$ cat config.mk
export PLATFORM = sky130hd
export DESIGN_NAME = usb_link_sched
export DESIGN_NICKNAME = d
export VERILOG_FILES = /design/src/rtl/usb_link_sched.sv
export SDC_FILE = /design/constraint.sdc
export NUM_CORES = 1
export LEC_CHECK = 0
export BUFFER_PORTS_ARGS = -buffer_cell sky130_fd_sc_hd__buf_2
export CAP_MARGIN = 20
export CORE_ASPECT_RATIO = 0.5
export CORE_MARGIN = 2
export CORE_UTILIZATION = 50
export DETAILED_ROUTE_END_ITERATION = 7
export PLACE_DENSITY = 0.86
export SYNTH_ARGS = -nofsm -noshare
export SYNTH_HDL_FRONTEND = slang
export SYNTH_SLANG_ARGS = --single-unit
$ cat constraint.sdc
create_clock -name clk_i -period 2.3 [get_ports clk_i]
set_clock_uncertainty 0.05 [all_clocks]
set_input_delay 0.46 -clock clk_i [delete_from_list [all_inputs] [get_ports clk_i]]
set_output_delay 0.46 -clock clk_i [all_outputs]
set_load 0.01 [all_outputs]
$ cat src/rtl/usb_link_sched.sv
// usb_link_sched
// Link-layer scheduler for a USB 1.1 full-speed pad interface. It owns the
// pad output enable, arbitrates the single serializer between a handshake
// source (high priority) and a data source (low priority), enforces the
// inter-packet gap, and times out a missing bus-turnaround response.
//
// Ports:
//   clk_i, rst_i                 clock, asynchronous active-high reset
//   hs_req_i/hs_pid_i/hs_ack_o   handshake request, PID byte, accept pulse
//   dat_req_i/dat_byte_i/
//   dat_last_i/dat_ack_o         data byte stream and per-byte accept
//   expect_rsp_i                 sampled at data-packet start
//   tx_byte_o/tx_valid_o/
//   tx_last_o/tx_ready_i         byte interface to the serializer
//   tx_busy_i                    serializer still shifting bits or EOP
//   tx_oe_o                      registered pad output enable
//   rx_active_i/rx_eop_i         receiver SYNC detected / EOP pulse
//   timeout_o                    response window expired (one-cycle pulse)
//   state_o                      current state encoding (debug)
module usb_link_sched #(
    parameter int CLK_PER_BIT     = 4,
    parameter int IPG_BITS        = 2,
    parameter int RX_TIMEOUT_BITS = 18
) (
    input  logic       clk_i,
    input  logic       rst_i,
    input  logic       hs_req_i,
    input  logic [7:0] hs_pid_i,
    output logic       hs_ack_o,
    input  logic       dat_req_i,
    input  logic [7:0] dat_byte_i,
    input  logic       dat_last_i,
    output logic       dat_ack_o,
    input  logic       expect_rsp_i,
    output logic [7:0] tx_byte_o,
    output logic       tx_valid_o,
    output logic       tx_last_o,
    input  logic       tx_ready_i,
    input  logic       tx_busy_i,
    output logic       tx_oe_o,
    input  logic       rx_active_i,
    input  logic       rx_eop_i,
    output logic       timeout_o,
    output logic [2:0] state_o
);

    localparam int GAP_CYC = IPG_BITS * CLK_PER_BIT;
    localparam int RSP_CYC = RX_TIMEOUT_BITS * CLK_PER_BIT;
    localparam int MAX_CYC = (GAP_CYC > RSP_CYC) ? GAP_CYC : RSP_CYC;
    localparam int CW      = $clog2(MAX_CYC + 1);

    // The counter is loaded with N-1 on entry and the state is left when it
    // reads zero, so the state lasts exactly N cycles.
    localparam logic [CW-1:0] GAP_LOAD = CW'(GAP_CYC - 1);
    localparam logic [CW-1:0] RSP_LOAD = CW'(RSP_CYC - 1);

    typedef enum logic [2:0] {
        S_IDLE     = 3'd0,
        S_SEND_HS  = 3'd1,
        S_SEND_DAT = 3'd2,
        S_DRAIN    = 3'd3,
        S_GAP      = 3'd4,
        S_WAIT_RSP = 3'd5,
        S_RX       = 3'd6
    } state_t;

    state_t        state_q, state_d;
    logic [CW-1:0] cnt_q, cnt_d;
    logic          rsp_pend_q, rsp_pend_d;
    logic [7:0]    pid_q, pid_d;
    logic          oe_q, oe_d;
    logic          timeout_q, timeout_d;

    logic          cnt_zero;
    assign cnt_zero = (cnt_q == '0);

    always_ff @(posedge clk_i or posedge rst_i) begin
        if (rst_i) begin
            state_q    <= S_IDLE;
            cnt_q      <= '0;
            rsp_pend_q <= 1'b0;
            pid_q      <= 8'h00;
            oe_q       <= 1'b0;
            timeout_q  <= 1'b0;
        end else begin
            state_q    <= state_d;
            cnt_q      <= cnt_d;
            rsp_pend_q <= rsp_pend_d;
            pid_q      <= pid_d;
            oe_q       <= oe_d;
            timeout_q  <= timeout_d;
        end
    end

    always_comb begin
        state_d    = state_q;
        cnt_d      = cnt_q;
        rsp_pend_d = rsp_pend_q;
        pid_d      = pid_q;
        timeout_d  = 1'b0;
        tx_valid_o = 1'b0;
        tx_byte_o  = 8'h00;
        tx_last_o  = 1'b0;
        hs_ack_o   = 1'b0;
        dat_ack_o  = 1'b0;

        unique case (state_q)
            S_IDLE: begin
                if (rx_active_i) begin
                    state_d = S_RX;
                end else if (hs_req_i) begin
                    state_d    = S_SEND_HS;
                    pid_d      = hs_pid_i;
                    rsp_pend_d = 1'b0;
                end else if (dat_req_i) begin
                    state_d    = S_SEND_DAT;
                    rsp_pend_d = expect_rsp_i;
                end
            end
            S_SEND_HS: begin
                tx_valid_o = 1'b1;
                tx_byte_o  = pid_q;
                tx_last_o  = 1'b1;
                hs_ack_o   = tx_ready_i;
                if (tx_ready_i) begin
                    state_d = S_DRAIN;
                end
            end
            S_SEND_DAT: begin
                tx_valid_o = dat_req_i;
                tx_byte_o  = dat_byte_i;
                tx_last_o  = dat_last_i;
                dat_ack_o  = dat_req_i & tx_ready_i;
                if (dat_req_i && tx_ready_i && dat_last_i) begin
                    state_d = S_DRAIN;
                end
            end
            S_DRAIN: begin
                // Receiver activity here is our own echo and is ignored.
                if (!tx_busy_i) begin
                    if (rsp_pend_q) begin
                        state_d = S_WAIT_RSP;
                        cnt_d   = RSP_LOAD;
                    end else begin
                        state_d = S_GAP;
                        cnt_d   = GAP_LOAD;
                    end
                end
            end
            S_GAP: begin
                if (rx_active_i) begin
                    state_d = S_RX;
                end else if (cnt_zero) begin
                    state_d = S_IDLE;
                end else begin
                    cnt_d = cnt_q - CW'(1);
                end
            end
            S_WAIT_RSP: begin
                if (rx_active_i) begin
                    state_d = S_RX;
                end else if (cnt_zero) begin
                    state_d   = S_GAP;
                    cnt_d     = GAP_LOAD;
                    timeout_d = 1'b1;
                end else begin
                    cnt_d = cnt_q - CW'(1);
                end
            end
            S_RX: begin
                if (rx_eop_i) begin
                    state_d = S_GAP;
                    cnt_d   = GAP_LOAD;
                end
            end
            default: begin
                state_d = S_IDLE;
            end
        endcase

        // Output enable tracks the transmit phase one edge ahead so the pad
        // is driven from the first SEND cycle and released leaving DRAIN.
        oe_d = (state_d == S_SEND_HS) || (state_d == S_SEND_DAT) ||
               (state_d == S_DRAIN);
    end

    assign tx_oe_o   = oe_q;
    assign timeout_o = timeout_q;
    assign state_o   = state_q;

endmodule

### Yosys cells after proc, flatten, opt, wreduce, memory -nomap -nowiden

Cells that the tools add are included.

* register bits after elaboration: 21
* latch bits: 0
* memory bits (writable): 0
* ROM bits: 0
* input bits: 26
* output and inout port bits: 17
* logic and storage cells: 65
* memories: 0

* $add $sub $neg: 1
* multipliers: 0
* div/mod/pow operators: 0
* order comparisons: 0
* eq/ne operators: 14
* shift operators: 0
* multiplexer cells: 31
* bitwise logic cells: 2
* reductions and logical operators: 11

Operator list (number)
* 7-bit 2-to-1 mux: 7
* 3-bit 2-to-1 mux: 11
* 7-bit case mux with 4 select lines: 1
* 3-bit case mux with 7 select lines: 1
* 8-bit case mux with 2 select lines: 1
* 3-bit by 2-bit equality test with 1-bit output (second input constant): 4
* 2-bit != test (second input constant): 5
* 3-bit equality test (second input constant): 3
* 1-bit 2-to-1 mux: 8
* 7-bit logical NOT: 1
* 7-bit by 1-bit subtractor with 7-bit output (second input constant): 1
* 3-bit by 1-bit equality test with 1-bit output (second input constant): 2
* 3-bit AND reduction: 2
* 6-bit AND reduction: 1
* 1-bit case mux with 2 select lines: 2
* 4-bit nonzero test: 1
* 3-bit logical NOT: 1
* 1-bit logical AND: 2
* 1-bit logical OR: 2
* 2-bit nonzero test: 1
* 1-bit AND: 1
* 1-bit inverter: 1

### Depth between registers and ports, before layout

* depth after elaboration: 7
* gate-level depth with buffers: 6
* gate-level depth less buffers: 6

### Worst setup path before layout

No wires, ideal clock.

* path kind: register -> register
* from: reg cnt_q[0]
* to: reg cnt_q[0]
* setup time: 125 ps
* arrival: 1738 ps
* required time: 2125 ps
* setup slack: 387 ps
* cell stages (with the launch flop): 7
* path buffers: 0
* clock period less this slack: 1913 ps
* cells stage by stage: dfrtp_1 > inv_1 > ha_1 > or4b_4 > o21bai_4 > a21oi_2 > mux2_4

* cells in the longest elaborated chain, start to end: 4

Ends and longest elaborated chain
* from (decl): RTL line 68 `logic [CW-1:0] cnt_q, cnt_d;`
* from (signal assigned): RTL line 87 `cnt_q <= cnt_d;`
* 7-bit by 1-bit subtractor with 7-bit output or 7-bit logical NOT (tied branches): RTL line 156, 167, 75
* 7-bit 2-to-1 mux (on tied branches): RTL line 162, 153
* 7-bit 2-to-1 mux (on tied branches): RTL line 160, 151
* 7-bit case mux with 4 select lines: RTL line 107 `unique case (state_q)`

Parallel ways exist; a longest one is shown, timed or not. The select of a mux whose other input is x is not followed.
A chain may end at the register's enable or synchronous reset.

### Worst setup path in the final report

* from: reg state_q[0], in the netlist state_o[0]
* to: out dat_ack_o

* cells in the longest elaborated chain, start to end: 2

Ends and longest elaborated chain
* from (decl): RTL line 67 `state_t state_q, state_d;`
* from (signal assigned): RTL line 86 `state_q <= state_d;`
* 3-bit by 2-bit equality test with 1-bit output: RTL line 107
* 1-bit 2-to-1 mux: RTL line 107
* to (decl): RTL line 33 `output logic dat_ack_o,`

Every way passes these cells.

==> qor.yml <==
period_share: 0.932
worstPathMaxFanout: 15
synth_nets: 166
seq_power_share: 0.356
ys_top_cells_by_count: "21 x dfrtp_1, 17 x nor2_1, 9 x a22oi_1, 9 x nand2_1, 8 x mux2_2"
synth_cell_type_count: 46
dpl.hpwl_microns: 2220
slew_headroom: 0.471
max_cap_viol_count: 0
post-route-drc-count: 0
synth-seq-area-share: 0.397
switching_power_uw: 708
core_region_area_sq_um: 2550
worstSkewPairLatency_ns: 0.27
synth_xor_xnor_area_share: 0
overflow: 0
synthFlopType: "dfrtp_1"
tightest_slew_ns: 0.793
design.portCount: 43
worstSetupPathType: "register to output port"
cts_setup_buffers: 0
clock-sinks: 21
utilization: 0.639
setup_slack_ns: 0.155
root_buffer: "clkbuf_8"
clkTransAtPathRegs_ns: 0.08
rr_worst_depth: 6
p_int_mw: 1.01
die_area_sq_um: 3100
drt-total-wl_microns: 3010
cts-htree-levels: 1
fin_tns_setup_ns: 0
outcome: "finished clean"
antenna_found_initial: 0
drt_first_iter_violations: 79
finalNonFillerCells: 220
hp-class: "input pin to async pin"
die_w_microns: 76.8
syn_area_per_cell_sq_um: 9.52
rsz0062_at_grt: "no"
cts_hold_buffers: 0
synth-seq-cells: 21
fillers: 218
synth_most_common_cell: "dfrtp_1"
crit_chain: "nor2b_1 -> buf_4 -> and3_1 -> buf_2"
cp_top_family: "flip-flops"
slew_viol_final: 0
numPortBuffers: 42
synthToLayoutAreaGrowth_pct: 23.3
ff2ff_setup_slack_ns: 0.21
start_util: 0.518
setup_viol: 0
combPwrFrac: 0.499
synth_top_family_by_area: "compound AO/OA/AOI/OAI gates"
timing_hold_violations_final: 0
sw_frac_of_total: 0.412
vdd_drop_max_uv: 411
antenna_cells: 0
dpl-instance-area_sq_um: 1580
drive_gt1_frac: 0.372
synth_top_area_frac: 0.397
power_mw: 1.72
pwr-share-clk: 0.145
reg2reg_from: "cnt_q[0]"
cts_tree: "yes"
fin_nets: 211
synth_compound_area_frac: 0.239
drtPass1Iterations: 4
cts_buffer_depth: 2
r2r_end: "cnt_q[0]"
synthCells: 139
detail_route.vias_per_cell: 5.50
grt_pass1_vias: 1041
synthAdderAreaFrac: 0.00945
yosys-top-cells-area: "dfrtp_1 40%, mux2_2 6.8%, a22oi_1 5.1%"
arrival_ns: 1.63
num_vias: 1211
antenna_left: 0
power.leakage_nw: 0.772
critPathSlowestCell: "dfrtp_1"
powerDensity_nw_per_um2: 1050
synthArstFlopShare: 1.00
synth_area_leader_cell: "dfrtp_1"
place_ws_ns: 0.248
grt_pass1_wl_microns: 4570
grt_start_max_net_pins: 22
design_area_sq_um: 1630
die_h_microns: 40.4
path_buf_inv: 2
worst_path_largest_cell_delay_ns: 0.53
numCtsBuffers: 3
hold_slack_ns: 0.278
synthSimpleGateAreaFrac: 0.198
synth-edff-count: 0
synthMuxAreaShare: 0.113
min_period_ns: 2.14
crit_path_end_kind: "output port"
fmax_mhz: 466
grt_use_total: 0.196
synth_warnings: 0
dp.cells: 216
post_drt_wl_per_cell_microns: 13.7
num_rows: 13
synth_area_sq_um: 1320
startpoint_type: "register"
place_congestion: 0.839
crit_required_ns: 1.79
-- worst max-delay path by stage --
stage                          start           end  slack [ns]  cells after the start
after floorplan             cnt_q[0]      cnt_q[0]        0.39                      6
after global placement      cnt_q[0]      cnt_q[1]        0.31                      6
after detailed placement    cnt_q[0]      cnt_q[0]        0.25                      6
after CTS                 state_o[1]     dat_ack_o        0.08                      4
after global routing      state_o[0]  tx_byte_o[4]        0.03                      5
final                     state_o[0]     dat_ack_o        0.16                      4
-- state kept, by name (all words and copies together), names as in the netlist --
| signal | cells |
|---|---|
| pid_q | 8 |
| cnt_q | 7 |
| state_o | 3 |
| rsp_pend_q | 1 |
| timeout_o | 1 |
| tx_oe_o | 1 |
-- power by group through the flow --
stage / clock network (mW) / registers, mW / logic [mW]
finish: 0.249 / 0.611 / 0.859
global route: 0.261 / 0.633 / 0.940
CTS: 0.250 / 0.609 / 0.852
detailed placement: 0 / 0.616 / 0.848
global placement: 0 / 0.604 / 0.820
floorplan: 0 / 0.561 / 0.662
-- worst register-to-register path, delay by kind of cell, from the launching register on --
| family | cells | cell delay (ns) |
|---|---|---|
| fa+ha+maj | 1 | 0.25 |
| flops | 1 | 0.42 |
| mux | 1 | 0.33 |
| buf+inv | 1 | 0.08 |
| compound gates | 2 | 0.32 |
| simple gates | 1 | 0.53 |
-- cell type report --
cell class	instances	area, sq um	share of cell area
multi-input cells	105	742	0.455
clock buffers	3	41.3	0.0253
flip-flops and latches	21	527	0.323
well taps	37	46.3	0.0284
clock inverters	1	5.00	0.00307
inverters	6	22.5	0.0138
repair buffers	47	248	0.152
-- cells by family after synthesis --
group	after synthesis
adders and majority gates	1
DFF	21
and+or+nand+nor	49
buffers and inverters	13
AOI/OAI and AO/OA	42
muxes	13
-- metal layers --
layer / share of wire / vias up / track usage / wire length, microns
met5: 0 / - / 0 / 0
met3: 0.059 / 2 / 0.0541 / 179
met1: 0.44 / 574 / 0.225 / 1320
met4: 0.0070 / 0 / 0.0545 / 21
li1: - / 597 / - / -
met2: 0.49 / 38 / 0.379 / 1490
-- layout by cell type (no fill, tap or decap), types with 5 or more instances in the layout --
cell type / instances
nor2b_1: 5
a21oi_1: 5
a211oi_1: 5
buf_2: 42
nand2_1: 9
mux2_2: 8
dfrtp_1: 20
a22oi_1: 9
nor2_1: 17
o21ai_0: 5
inv_1: 6
buf_4: 5
-- timing repair --
item / in CTS / in global routing
setup endpoints to repair: 0 / 8
endpoints found under the hold margin: 0 / 0
gates resized for setup: 0 / 1
(Power assumes the default switching activity.)
